$ cat src/rtl/sirv_gnrl_xinjector.sv
// Fault injector on a valid/ready stream: after cfg_gap clean beats, XORs cfg_mask into cfg_burst beats.
// Define SIRV_GNRL_XINJ_X_EN (simulation only) to drive masked bits to X instead of inverting them.
module sirv_gnrl_xinjector #(
  parameter int DW    = 32,
  parameter int CNT_W = 16
) (
  input  logic             clk,
  input  logic             rst_n,
  input  logic             i_valid,
  output logic             i_ready,
  input  logic [DW-1:0]    i_dat,
  output logic             o_valid,
  input  logic             o_ready,
  output logic [DW-1:0]    o_dat,
  output logic             o_corrupt,
  input  logic             cfg_arm,
  input  logic [CNT_W-1:0] cfg_gap,
  input  logic [4:0]       cfg_burst,
  input  logic [DW-1:0]    cfg_mask,
  output logic [1:0]       inj_state,
  output logic [CNT_W-1:0] inj_cnt
);

  typedef enum logic [1:0] {
    ST_IDLE   = 2'd0,
    ST_ARMED  = 2'd1,
    ST_INJECT = 2'd2,
    ST_DONE   = 2'd3
  } state_e;

  state_e           state_q, state_d;
  logic [CNT_W-1:0] gap_cnt_q, gap_cnt_d;
  logic [CNT_W-1:0] gap_q, gap_d;
  logic [4:0]       burst_q, burst_d;
  logic [4:0]       rem_q, rem_d;
  logic [DW-1:0]    mask_q, mask_d;
  logic             vld_q, vld_d;
  logic [DW-1:0]    dat_q, dat_d;
  logic             cor_q, cor_d;
  logic [CNT_W-1:0] inj_cnt_q, inj_cnt_d;

  logic             accept;
  logic             drain;
  logic             beat_cor;
  logic             inj_clr;
  logic [4:0]       burst_eff;
  logic [DW-1:0]    cor_dat;

  assign i_ready   = ~vld_q | o_ready;
  assign accept    = i_valid & i_ready;
  assign drain     = vld_q & o_ready;
  assign burst_eff = (burst_q == 5'd0) ? 5'd1 : burst_q;

`ifdef SIRV_GNRL_XINJ_X_EN
  assign cor_dat = (i_dat & ~mask_q) | ({DW{1'bx}} & mask_q);
`else
  assign cor_dat = i_dat ^ mask_q;
`endif

  // NOTE: every always_comb output gets a default first so no path leaves it unassigned (no latches).
  always_comb begin
    state_d   = state_q;
    gap_cnt_d = gap_cnt_q;
    gap_d     = gap_q;
    burst_d   = burst_q;
    rem_d     = rem_q;
    mask_d    = mask_q;
    beat_cor  = 1'b0;
    inj_clr   = 1'b0;

    unique case (state_q)
      ST_IDLE: begin
        if (cfg_arm) begin
          state_d   = ST_ARMED;
          gap_d     = cfg_gap;
          burst_d   = cfg_burst;
          mask_d    = cfg_mask;
          gap_cnt_d = '0;
          rem_d     = 5'd0;
          inj_clr   = 1'b1;
        end
      end
      ST_ARMED: begin
        if (accept) begin
          if (gap_cnt_q == gap_q) begin
            beat_cor = 1'b1;
            if (burst_eff == 5'd1) begin
              state_d = ST_DONE;
              rem_d   = 5'd0;
            end else begin
              state_d = ST_INJECT;
              rem_d   = burst_eff - 5'd1;
            end
          end else begin
            gap_cnt_d = gap_cnt_q + CNT_W'(1);
          end
        end
        if (!cfg_arm) state_d = ST_IDLE;
      end
      ST_INJECT: begin
        // rem_q counts corrupted beats still owed, so the last one is taken at rem_q == 1.
        if (accept) begin
          beat_cor = 1'b1;
          rem_d    = (rem_q == 5'd0) ? 5'd0 : rem_q - 5'd1;
          if (rem_q <= 5'd1) state_d = ST_DONE;
        end
        if (!cfg_arm) state_d = ST_IDLE;
      end
      ST_DONE: begin
        if (!cfg_arm) state_d = ST_IDLE;
      end
      default: state_d = ST_IDLE;
    endcase
  end

  always_comb begin
    vld_d     = vld_q;
    dat_d     = dat_q;
    cor_d     = cor_q;
    inj_cnt_d = inj_cnt_q;
    if (accept) begin
      vld_d = 1'b1;
      dat_d = beat_cor ? cor_dat : i_dat;
      cor_d = beat_cor;
    end else if (drain) begin
      vld_d = 1'b0;
    end
    if (inj_clr) begin
      inj_cnt_d = '0;
    end else if (drain && cor_q && !(&inj_cnt_q)) begin
      inj_cnt_d = inj_cnt_q + CNT_W'(1);
    end
  end

  // NOTE: sequential state uses non-blocking assignments only, so all registers update together.
  // NOTE: the data register is reset too, since o_dat must read zero after reset.
  always_ff @(posedge clk) begin
    if (!rst_n) begin
      state_q   <= ST_IDLE;
      gap_cnt_q <= '0;
      gap_q     <= '0;
      burst_q   <= 5'd0;
      rem_q     <= 5'd0;
      mask_q    <= '0;
      vld_q     <= 1'b0;
      dat_q     <= '0;
      cor_q     <= 1'b0;
      inj_cnt_q <= '0;
    end else begin
      state_q   <= state_d;
      gap_cnt_q <= gap_cnt_d;
      gap_q     <= gap_d;
      burst_q   <= burst_d;
      rem_q     <= rem_d;
      mask_q    <= mask_d;
      vld_q     <= vld_d;
      dat_q     <= dat_d;
      cor_q     <= cor_d;
      inj_cnt_q <= inj_cnt_d;
    end
  end

  assign o_valid   = vld_q;
  assign o_dat     = dat_q;
  assign o_corrupt = cor_q;
  assign inj_state = state_q;
  assign inj_cnt   = inj_cnt_q;

endmodule

$ cat config.mk
export PLATFORM = sky130hd
export DESIGN_NAME = sirv_gnrl_xinjector
export DESIGN_NICKNAME = d
export VERILOG_FILES = /design/src/rtl/sirv_gnrl_xinjector.sv
export SDC_FILE = /design/constraint.sdc
export NUM_CORES = 1
export LEC_CHECK = 0
export CORE_MARGIN = 3
export CORE_UTILIZATION = 24
export DETAILED_ROUTE_END_ITERATION = 10
export GPL_TIMING_DRIVEN = 0
export PLACE_DENSITY = 0.47
export SETUP_SLACK_MARGIN = 0.02
export SYNTH_ARGS = -nofsm -noshare
export SYNTH_HDL_FRONTEND = slang
export SYNTH_SLANG_ARGS = --single-unit
$ cat constraint.sdc
create_clock -name clk -period 4.3 [get_ports clk]
set_input_delay 0.86 -clock clk [delete_from_list [all_inputs] [get_ports clk]]
set_output_delay 0.86 -clock clk [all_outputs]
set_load 0.01 [all_outputs]
==> run metrics <==
run status=complete, no violations; Initial DRC Count=262; Global Route Usage Sum=0.140; worst hold path startpoint=mask_q[3]; R2R setup slack=1.79 ns; Stages on worst setup path=3; diode count=0; CTS tree=yes; post-synth top area cell=dfxtp_1; Final Slew Violations=0; Power Total=roughly 3.0 mW; top-level port count=143; fin util=0.344; Syn Std Cell Area=6110 µm²; initial antenna violation count=0; die height=166 µm; Post-DRT Antenna Nets=0; P_sw=0.850 mW; vias per inst=4.63; Worst R2R Start=inj_state[0]; syn_nets=around 820; Crit. End Element=output port; warnings from Yosys=0; Slew Limit Headroom=0.440; clk root buf=clkbuf_16; final hold violations=0; Fmax=0.336 GHz; Static Leakage=3.11 nW; CP endpoint=i_ready; Syn-to-layout area delta=38.9%; number of synthesized flops with an enable pin=0; CP max FO=4; CTS resizes=0; CTS Sinks=126; Internal=roughly 2.2 mW; CTS buffer count=17; Cell Rows=57; crit path launch type=input pin; Area contributors post-synth=dfxtp_1 41%, nand2_1 8.7%, a21boi_0 6.8%; clock network power share=0.441; Worst path most repeated cell=clkdlybuf4s50_1; worst reg-to-reg path cell count=10; crit path from=o_ready; final worst path period need=2.98 ns; final setup fails=0; Worst path top cell family by delay=buffers and inverters; Avg Inst Size Synth=8.55 µm²; Worst Path Buf+Inv=2; Die Footprint=about 27000 µm²; vias in the first global route=5491; share of cells above drive strength 1=0.0855; max cap viols=0; Critical Path RT=3.44 ns; Vias=5622; routability congestion estimate=0.816; critical path type=in -> out; Slowest cell on crit path=clkdlybuf4s50_1; worst vdd ir=0.167 mV; clk slew on worst S/H paths=0.06 ns; fin crit share=0.693; Reg power frac=0.418; # DRC=0; fill count=2663; Total Nets Final=977; drt total wl=18900 µm; largest net degree at the start of global routing=17; Chip Width=between 150 and 200 µm; Slew @ Worst Pin=0.835 ns; worst hold path class=reg -> reg; Initial Util=0.248; dominant synthesized flop cell=dfxtp_1; share of Yosys cell area claimed by the top area cell type=0.413; Post-CTS Setup Inserts=0; Async S/R FF share, synth=0; First-pass DRT Iterations=5; largest stage delay on the critical path=0.56 ns; Logic pwr share=0.141; commonest cells after routing, fill and taps aside=142 x nand2_1, 142 x clkdlybuf4s50_1, 126 x dfxtp_1; Clk Latency, worst-skew pair=between 0.4 and 0.5 ns; Sw Ratio=0.279; Cell Pwr Density=359 nW/µm²; Layout Skew=~0.012 ns; reg2reg end=gap_cnt_q[9]; H-tree depth=4; routed len/inst=~16 µm; Synth cell types=44; Final TNS setup=0 ns; sequential cell area fraction in the yosys report=0.413; Mapped Cells=715; Worst Path Arrival=2.12 ns; hpwl dp=approximately 14000 µm; CTS Buffer Depth=2; number of synthesized register bits=126; Min-Delay Path Depth=2; RSZ-0062 raised after global routing=false; hold bufs inserted after CTS=0; worst-path cell chain=clkdlybuf4s50_1 -> nand2b_1 -> clkdlybuf4s50_1; first-pass GRT wire length=30800 µm; core area=24700 µm²; PortBufs=around 140; total gr overflow=0
layer usage:
| metal | GRT usage | wire length (µm) |
|---|---|---|
| met4 | 0.0369 | 206 |
| met1 | 0.196 | 9580 |
| met5 | 0 | 0 |
| met2 | 0.213 | 8280 |
| met3 | 0.0360 | 871 |
cells in the mapped netlist (2+ instances only):
cell and number:
nor4_1 6, o22ai_1 3, nand3_1 18, xor2_1 27, buf_1 4, a211oi_1 35
o21ai_0 53, inv_1 10, nand4_1 7, a21oi_1 20, a21o_1 2, a21boi_0 55
o211ai_1 2, xnor2_1 5, nand2b_1 3, and3_4 2, ha_1 11, or3_1 13
and4_1 35, buf_6 4, o31ai_1 2, dfxtp_1 126, and3_1 4, nand2_1 142
mux2i_1 8, clkbuf_1 34, and2_1 2, nor3_2 32, nor3_1 7, buf_2 3
nor3b_1 2, nor2_1 25, buf_4 2
power groups by stage:
stage          clock network (mW)  registers (mW)  logic [mW]
2_1_floorplan                   0            1.30       0.201
3_3_place_gp                    0            1.30       0.436
3_5_place_dp                    0            1.30       0.435
4_1_cts                      1.39            1.27       0.437
5_1_grt                      1.45            1.28       0.476
6_report                     1.34            1.27       0.428
area by class of cell:
type                       count  area [µm²]  share of cell area
buffer                        47         218              0.0256
clock buffer                  19         443              0.0522
clock inverter                13         106              0.0125
inverter                      10        37.5             0.00442
multi-input combinational    532        3340               0.393
sequential                   126        2520               0.297
tap                          324         405              0.0478
timing repair buffer         142        1420               0.167
worst min-delay path, delay by kind of cell, from the launching register on:
family	cells	cell delay, ns
compound gates	1	0.06
flops	1	0.32
simple gates	1	0.05
state kept, by name (all words and copies together) (netlist names):
signal	count
rem_q	5
o_dat	32
inj_state	2
gap_q	16
inj_cnt	16
burst_q	5
o_valid	1
o_corrupt	1
gap_cnt_q	16
mask_q	32
how the worst min path moves through the flow:
stage	to	slack, ns
finish	mask_q[3]	0.48
global placement	mask_q[8]	0.47
global route	mask_q[22]	0.50
floorplan	mask_q[10]	0.45
CTS	gap_q[0]	0.48
detailed placement	gap_q[0]	0.47
through the flow:
| step | worst slack, ns | cells | area, µm² | hold slack [ns] |
|---|---|---|---|---|
| 4_1_cts | 1.30 | 1213 | 8490 | 0.481 |
| 5_1_grt | 1.27 | 1213 | 8490 | 0.500 |
| 6_report | 1.32 | 1213 | 8490 | 0.475 |
| 2_1_floorplan | 2.06 | 715 | 6110 | 0.453 |
| 3_3_place_gp | 0.992 | 1181 | 7940 | 0.465 |
| 3_5_place_dp | 1.05 | 1181 | 7940 | 0.472 |
kinds of logic after synthesis:
group / after synthesis / share of synthesized area
AND/OR/NAND/NOR: 303 / 0.276
AO/OA/AOI/OAI: 178 / 0.188
flip-flops: 126 / 0.413
buffers and inverters: 57 / 0.0417
XOR/XNOR: 32 / 0.0458
adder cells (fa/ha/maj): 11 / 0.0225
multiplexers: 8 / 0.0131
Power figures use the tool's default switching activity.
